## src/rtl/fpu_pkg.sv

```systemverilog
// rtl/fpu_pkg.sv - shared FPU op encodings, IEEE754 single field positions and constants
package fpu_pkg;

  localparam logic [1:0] OP_MULT = 2'd0;
  localparam logic [1:0] OP_DIV  = 2'd1;
  localparam logic [1:0] OP_ADD  = 2'd2;
  localparam logic [1:0] OP_SUB  = 2'd3;

  localparam int SIGN_BIT = 31;
  localparam int EXP_MSB  = 30;
  localparam int EXP_LSB  = 23;
  localparam int FRAC_MSB = 22;
  localparam int FRAC_LSB = 0;

  localparam logic [31:0] PZERO = 32'h0000_0000;
  localparam logic [31:0] NZERO = 32'h8000_0000;
  localparam logic [31:0] PINF  = 32'h7F80_0000;
  localparam logic [31:0] NINF  = 32'hFF80_0000;
  localparam logic [31:0] QNAN  = 32'h7FFF_FFFF;

endpackage

```

## src/rtl/fpu_cmd_fifo.sv

```systemverilog
// rtl/fpu_cmd_fifo.sv - in-order command FIFO, registered occupancy, no fall-through or bypass
module fpu_cmd_fifo
  import fpu_pkg::*;
#(
  parameter int DEPTH = 4,
  parameter int W     = 70
) (
  input  logic         clk,
  input  logic         reset,
  input  logic         push,
  input  logic [W-1:0] din,
  input  logic         pop,
  output logic [W-1:0] dout,
  output logic         full,
  output logic         empty
);

  localparam int AW = $clog2(DEPTH);
  localparam int CW = AW + 1;

  logic [W-1:0]  mem [DEPTH];
  logic [AW-1:0] wr_ptr;
  logic [AW-1:0] rd_ptr;
  logic [CW-1:0] count;
  logic          do_push;
  logic          do_pop;

  assign full    = (count == CW'(DEPTH));
  assign empty   = (count == '0);
  assign do_push = push && !full;
  assign do_pop  = pop && !empty;
  assign dout    = mem[rd_ptr];

  always_ff @(posedge clk) begin
    if (do_push) begin
      mem[wr_ptr] <= din;
    end
  end

  // Pointers wrap naturally because DEPTH is a power of two.
  always_ff @(posedge clk) begin
    if (reset) begin
      wr_ptr <= '0;
      rd_ptr <= '0;
      count  <= '0;
    end else begin
      if (do_push) wr_ptr <= wr_ptr + AW'(1);
      if (do_pop)  rd_ptr <= rd_ptr + AW'(1);
      count <= count + CW'(do_push) - CW'(do_pop);
    end
  end

endmodule

```

## src/rtl/fpu_cmd_sequencer.sv

```systemverilog
// rtl/fpu_cmd_sequencer.sv - queues FPU commands, drives go/done handshake, returns tagged results with timeout recovery
module fpu_cmd_sequencer
  import fpu_pkg::*;
#(
  parameter int DEPTH   = 4,
  parameter int TAG_W   = 4,
  parameter int TIMEOUT = 64
) (
  input  logic             clk,
  input  logic             reset,
  input  logic             cmd_valid,
  output logic             cmd_ready,
  input  logic [1:0]       cmd_op,
  input  logic [31:0]      cmd_a,
  input  logic [31:0]      cmd_b,
  input  logic [TAG_W-1:0] cmd_tag,
  output logic             res_valid,
  input  logic             res_ready,
  output logic [31:0]      res_d,
  output logic [TAG_W-1:0] res_tag,
  output logic             res_err,
  output logic             busy,
  output logic [31:0]      fpu_a,
  output logic [31:0]      fpu_b,
  output logic [1:0]       fpu_op,
  output logic             fpu_go,
  output logic             fpu_reset,
  input  logic [31:0]      fpu_d,
  input  logic             fpu_done
);

  localparam int EW = 66 + TAG_W;
  localparam int TW = $clog2(TIMEOUT) + 1;
  localparam logic [TW-1:0] TMAX = TW'(TIMEOUT - 1);

  typedef enum logic [2:0] {IDLE, ISSUE, ARM, WAIT, HOLD} state_t;

  state_t         state, state_n;
  logic [EW-1:0]  head;
  logic           fifo_full, fifo_empty;
  logic           pop, capture, abort, timer_run;
  logic [TW-1:0]  timer;
  logic [TAG_W-1:0] tag_r;

  assign cmd_ready = !fifo_full;
  assign fpu_go    = (state == ISSUE);
  assign res_valid = (state == HOLD);
  assign res_tag   = tag_r;
  assign busy      = (state != IDLE) || !fifo_empty;

  fpu_cmd_fifo #(.DEPTH(DEPTH), .W(EW)) u_fifo (
    .clk   (clk),
    .reset (reset),
    .push  (cmd_valid && cmd_ready),
    .din   ({cmd_op, cmd_a, cmd_b, cmd_tag}),
    .pop   (pop),
    .dout  (head),
    .full  (fifo_full),
    .empty (fifo_empty)
  );

  // ARM only moves on once done is seen low, so a done left over from the
  // previous operation can never be mistaken for this one's completion.
  always_comb begin
    state_n   = state;
    pop       = 1'b0;
    capture   = 1'b0;
    abort     = 1'b0;
    timer_run = 1'b0;
    case (state)
      IDLE: begin
        if (!fifo_empty) begin
          pop     = 1'b1;
          state_n = ISSUE;
        end
      end
      ISSUE: state_n = ARM;
      ARM: begin
        timer_run = 1'b1;
        if (timer == TMAX) begin
          abort   = 1'b1;
          state_n = HOLD;
        end else if (!fpu_done) begin
          state_n = WAIT;
        end
      end
      WAIT: begin
        timer_run = 1'b1;
        if (fpu_done) begin
          capture = 1'b1;
          state_n = HOLD;
        end else if (timer == TMAX) begin
          abort   = 1'b1;
          state_n = HOLD;
        end
      end
      HOLD: begin
        if (res_ready) state_n = IDLE;
      end
      default: state_n = IDLE;
    endcase
  end

  always_ff @(posedge clk) begin
    if (reset) begin
      state     <= IDLE;
      fpu_a     <= '0;
      fpu_b     <= '0;
      fpu_op    <= '0;
      tag_r     <= '0;
      timer     <= '0;
      res_d     <= '0;
      res_err   <= 1'b0;
      fpu_reset <= 1'b1;
    end else begin
      state     <= state_n;
      fpu_reset <= abort;
      if (pop) begin
        fpu_op <= head[EW-1 -: 2];
        fpu_a  <= head[EW-3 -: 32];
        fpu_b  <= head[TAG_W+31 -: 32];
        tag_r  <= head[TAG_W-1:0];
        timer  <= '0;
      end else if (timer_run) begin
        timer <= timer + TW'(1);
      end
      if (capture) begin
        res_d   <= fpu_d;
        res_err <= 1'b0;
      end else if (abort) begin
        res_d   <= QNAN;
        res_err <= 1'b1;
      end
    end
  end

endmodule

```

## config.mk

```make
export PLATFORM = sky130hd
export DESIGN_NAME = fpu_cmd_sequencer
export DESIGN_NICKNAME = d
export VERILOG_FILES = /design/src/rtl/fpu_pkg.sv /design/src/rtl/fpu_cmd_fifo.sv /design/src/rtl/fpu_cmd_sequencer.sv
export SDC_FILE = /design/constraint.sdc
export NUM_CORES = 1
export LEC_CHECK = 0
export BUFFER_PORTS_ARGS = -buffer_cell sky130_fd_sc_hd__buf_4
export CAP_MARGIN = 20
export CORE_MARGIN = 3
export CORE_UTILIZATION = 55
export DETAILED_ROUTE_END_ITERATION = 12
export PLACE_DENSITY = 0.79
export SYNTH_ARGS = -nofsm -noshare
export SYNTH_HDL_FRONTEND = slang
export SYNTH_SLANG_ARGS = --single-unit
```

## constraint.sdc

```tcl
create_clock -name clk -period 5.8 [get_ports clk]
set_input_delay 0.87 -clock clk [delete_from_list [all_inputs] [get_ports clk]]
set_output_delay 0.87 -clock clk [all_outputs]
set_load 0.01 [all_outputs]
```

# After elaboration in Yosys (flattened, before gate mapping)

Memories as Yosys holds them, arrays and structs flattened. A register that Yosys moved wholly into a read port is not among the register bits.
Cells that the tools add are included.

Memories: 1
Output and inout bits: 108
Bits of input ports: 107
Bits in registers: 51
Bits in writable memories: 280
Word-level logic and storage cells: 57

$add $sub $neg: 5
Equal/unequal tests: 10
Reduce and logical (&&, ||, !) cells: 14
Muxes and demuxes: 19

Memories:

| name       | words | width | read ports | clocked after memory_dff | wr ports | line               | RTL |
|---|---|---|---|---|---|---|---|
| u_fifo.mem | 4     | 70    | 1          | 1                        | 1        | fpu_cmd_fifo.sv:21 | `logic [W-1:0] mem [DEPTH];` |

Operator list:

| operator                                                                | count |
|---|---|
| 32-bit two-way mux                                                      | 2 |
| 3-bit two-way mux                                                       | 6 |
| 3-bit case mux with 5 select lines                                      | 1 |
| 1-bit two-way mux                                                       | 9 |
| 7-bit by 1-bit adder with 7-bit output, second input constant           | 1 |
| 7-bit by 6-bit equality test with 1-bit output, second input constant   | 1 |
| 3-bit by 2-bit equality test with 1-bit output, second input constant   | 2 |
| 3-bit equality test, second input constant                              | 2 |
| 3-bit zero test                                                         | 2 |
| 3-bit inequality test, second input constant                            | 2 |
| 2-bit OR reduction                                                      | 3 |
| 2-bit by 1-bit adder with 2-bit output, second input constant           | 2 |
| 4-bit AND reduction                                                     | 1 |
| 3-bit by 1-bit adder with 3-bit output                                  | 1 |
| 3-bit by 1-bit equality test with 1-bit output, second input constant   | 1 |
| 1-bit logical AND                                                       | 3 |
| 3-bit nonzero test                                                      | 1 |
| 3-bit by 1-bit subtractor with 3-bit output                             | 1 |
| 1-bit zero test                                                         | 2 |
| 2-bit by 1-bit inequality test with 1-bit output, second input constant | 1 |
| 2-bit inequality test, second input constant                            | 1 |
| 1-bit case mux with 2 select lines                                      | 1 |
| 2-bit nonzero test                                                      | 1 |
| 1-bit logical OR                                                        | 1 |

# Depth between registers and ports, before layout

Depth in word-level cells: 6
Mapped depth: 13

# Modules after synthesis

From an unflattened synthesis, not the netlist that was laid out.

Cells, all modules: 930
Area total of the unflattened synthesis: 15,532.4 um2

By module, submodules not included:

| module            | times used | cells an instance | area an instance (um2) |
|---|---|---|---|
| fpu_cmd_fifo      | 1          | 417               | 10,646.5 |
| fpu_cmd_sequencer | 1          | 513               | 4,885.9 |

# Least setup slack after synthesis

OpenSTA, ideal clock, no wires.

Path kind: input port to flip-flop
Start point: in cmd_valid
End point: mem u_fifo.mem[0][0], enable pin
Stages: 2
Data arrival time: 2.951 ns
Slack: 2.414 ns
Path buffers: 0
Path through: a21boi_1 and2_1

Word-level cells in the longest chain between the ends: 4

RTL lines:

| what                                    | line                    | RTL |
|---|---|---|
| start, declared                         | fpu_cmd_sequencer.sv:11 | `input logic cmd_valid,` |
| 1-bit logical AND                       | fpu_cmd_sequencer.sv:54 | `.push (cmd_valid && cmd_ready),` |
| 1-bit logical AND                       | fpu_cmd_fifo.sv:30      | `assign do_push = push && !full;` |
| 1-bit two-way mux                       | fpu_cmd_fifo.sv:35      | `if (do_push) begin` |
| 1-bit two-way mux (implied by the code) | fpu_cmd_fifo.sv:36      | `mem[wr_ptr] <= din;` |
| end, declared                           | fpu_cmd_fifo.sv:21      |  |

No other way between the ends.

# Worst setup path in the final report

Start point: reg u_fifo.count[1]
End point: reg u_fifo.count[2]

Word-level cells in the longest chain between the ends: 6

RTL lines:

| what                                          | line                                        | RTL |
|---|---|---|
| start, declared                               | fpu_cmd_fifo.sv:24                          | `logic [CW-1:0] count;` |
| start signal, assigned                        | fpu_cmd_fifo.sv:49                          | `count <= count + CW'(do_push) - CW'(do_pop);` |
| 3-bit equality test                           | fpu_cmd_fifo.sv:28                          | `assign full = (count == CW'(DEPTH));` |
| 1-bit zero test                               | fpu_cmd_fifo.sv:30, fpu_cmd_sequencer.sv:45 |  |
| 1-bit logical AND                             | fpu_cmd_sequencer.sv:54                     |  |
| 1-bit logical AND                             | fpu_cmd_fifo.sv:30                          |  |
| 3-bit by 1-bit adder with 3-bit output        | fpu_cmd_fifo.sv:49                          |  |
| 3-bit by 1-bit subtractor with 3-bit output * | fpu_cmd_fifo.sv:49                          |  |

Every way passes the cells marked *; elsewhere a longest branch is shown, timed or not.
A chain may end at the register's enable or synchronous reset.

==> results.md <==
* Status: completed
* Hold path endpoint: fpu_a[31]
* Reg clk slew, reported paths at 0.06 ns
* CTS HTree Levels at 2
* Core Region at 26200 um2
* Worst skew pair latency at 0.54 ns
* RSZ-0062 raised after global routing: false
* Die area at 28800 um2
* GRT overflow at 0
* Die Ht at 170 um
* Mean post-synth cell area at 16.0 um2
* Vias in the first global route at 8405
* Commonest cells in the netlist: edfxtp_1 (280), nand2_1 (145), dfxtp_1 (121), a21oi_1 (72), mux4_2 (70)
* Area after DPL at 16600 um2
* DRT Wirelength at 29900 um
* CTS root buf: clkbuf_16
* Ys async rst share at 0%
* Critical path class: reg2reg
* Reg-to-reg endpoint: u_fifo.count[2]
* Setup Skew at 0.0239 ns
* DR WL met2 at 14900 um
* Post-CTS Resized at 0
* RR Startpoint: u_fifo.count[1]
* Design area at 18000 um2
* Starting Density at 56.2%
* Reg2Reg Depth at 11
* CP Cell Sequence: or3_1, nand2_4, clkinv_2, ha_1, inv_1, ha_1, inv_1, fa_1, xor2_1, xnor2_1, nor2_1
* Pins over their slew limit at 0
* Warnings from Yosys at 0
* P_leak at 6.39 nW
* Tightest slew margin relative to the limit at 27.2%
* Total clock buffers created by CTS at 41
* Area leader, netlist: edfxtp_1
* Fin worst setup slack at 2.70 ns
* FF-to-FF setup slack at 2.70 ns
* Fraction of layout instances using a drive strength above 1 at 34.3%
* Die width at 170 um
* Number of core rows at 59
* Final HPWL DP at 17300 um
* Clk sinks at 401
* Hold WS at 0.453 ns
* CP max stage delay at 0.69 ns
* ANT nets after route at 0
* Sequential area share after synthesis at 73.5%
* Fin cells at 1501
* Yosys cell types at 36
* Detailed Routing Iterations Pass 1 at 5
* Setup tns final at 0 ns
* Largest net degree at the start of global routing at 86
* Layout Area Growth over Synthesis at 22.2%
* Drt drc at 0
* Via-per-instance ratio at 5.54
* Initial DRC Count at 601
* Wire length per cell at 20.0 um
* Synth top area share at 57.1%
* Worst Hold Class: reg2reg
* Data required time of the critical path at 6.20 ns
* Met3 Wirelength at 2090 um
* Dpl cells at 1424
* Post-CTS setup buffer count at 0
* CP arrival at 3.50 ns
* Antenna violations before repair at 1
* Synth area leaders: edfxtp_1 (57%), dfxtp_1 (16%), mux4_2 (11%)
* Mapped cell area at 14700 um2
* Port Buffers at 214
* Setup-failing EPs final at 0
* Diodes inserted at 0
* Max Fclk at 322 MHz
* Final min period at 3.10 ns
* Mapped Nets at 1036
* Critical path fanouts, max at 71
* Max-Cap Viols at 0
* Total power at 8.42 mW
* Beginning of the worst hold path: fpu_a[31]
* Worst Hold Depth at 2
* Final hold violation count at 0
* Crit. End Element: register
* #FFs+latches synth at 401
* Number of synthesized flops with an enable pin at 280
* Power Dens Cells at 468 nW/um2
* Top Metal Used: met5
* Part of the cycle the worst path needs at 53.5%
* Peak VDD IR at 0.382 mV
* Layout Nets at 1248
* Mapped Cells at 921
* Bufs on Longest Clock Path at 3
* Sequential Area at 10800 um2
* Final RePlAce weighted congestion at 0.760
* Primary FF master, synth: edfxtp_1
* CTS tree: done
* Count leader, synth: edfxtp_1
* I/O pins at 215
* Slew @ Worst Pin at 1.09 ns
* Fillers at 1762
* Startpoint types: register
* Multi-input gate area at 3630 um2
* Pre-CTS setup slack at 2.63 ns
* Slowest CP cell: nand2_4
* GRT Total Usage at 20.5%
* First-pass GRT wire length at 46100 um
* # hold bufs at CTS at 0
* Via count at 8323
* Metal-1 WL at 12200 um
* Final core utilization at 68.7%
==> where the power goes <==
| group | switching, mW | leakage, nW | total [mW] | internal (mW) |
|---|---|---|---|---|
| registers | 0.314 | 3.55 | 3.86 | 3.55 |
| logic | 1.04 | 2.17 | 1.95 | 0.902 |
| clock network | 1.05 | 0.671 | 2.62 | 1.56 |
| total | 2.41 | 6.39 | 8.42 | 6.01 |
==> cell usage in the layout, fill, tap and decap left out, types with 2 or more instances in the layout <==
cell type,count
or3_1,2
nand4_1,2
inv_1,6
nand2b_1,3
nor3_2,29
nor2_1,42
buf_4,223
clkinvlp_4,2
a21oi_1,72
clkbuf_8,6
xnor2_1,6
and2_4,4
edfxtp_1,280
nor2b_1,4
mux2i_1,2
bufinv_16,4
dfxtp_1,119
nor3_1,47
dfxtp_4,2
nand2_1,145
clkbuf_16,41
clkinv_2,9
clkbuf_1,7
nand3_1,4
clkinv_8,2
ha_1,7
clkinv_1,5
mux4_2,70
xor2_1,5
==> state kept, by name, indices dropped and copies added, names as in the netlist, 3 cells and up <==
signal,count
res_tag,4
state,3
fpu_a,32
res_d,32
u_fifo.count,3
timer,7
fpu_b,32
u_fifo.mem,280
==> worst max path at each step <==
stage / startpoint / endpoint / slack [ns]
final: u_fifo.count[1] / u_fifo.count[2] / 2.70
after global routing: u_fifo.count[1] / u_fifo.count[2] / 2.46
after CTS: u_fifo.count[2] / u_fifo.count[2] / 2.61
after detailed placement: u_fifo.count[2] / u_fifo.count[2] / 2.63
after global placement: cmd_valid / u_fifo.mem[0][55] / 2.68
after floorplan: cmd_valid / u_fifo.mem[0][0] / 2.41
==> final cells by class <==
class | count | share of cell area, %
clock inverters | 22 | 1.31
repair buffers | 225 | 9.54
clock buffers | 54 | 6.30
multi-input cells | 457 | 20.2
flip-flops and latches | 401 | 60.2
inverters | 7 | 0.153
well taps | 335 | 2.33
==> cells by family (layout without fill, tap and decap cells) <==
logic type	count (synthesis)	after routing	synth area share [%]
DFF	401	401	73.5
buffers and inverters	63	308	1.92
muxes	72	72	10.8
AOI/OAI and AO/OA	78	78	2.79
adders and majority gates	8	8	0.731
and+or+nand+nor	288	288	9.53
xor gates and xnor gates	11	11	0.654
==> layer usage <==
metal	vias up	track usage [%]
met5	-	0
met4	2	5.30
met3	50	4.73
met2	271	34.0
met1	4137	28.0
li1	3863	-
==> worst max-delay path: cells and delay by family (launching register included) <==
family / cells / cell delay, ns
buf+inv: 3 / 0.25
fa+ha+maj: 3 / 0.85
xor+xnor: 2 / 0.32
simple gates: 3 / 1.19
flops: 1 / 0.36
Power figures use the tool's default switching activity.
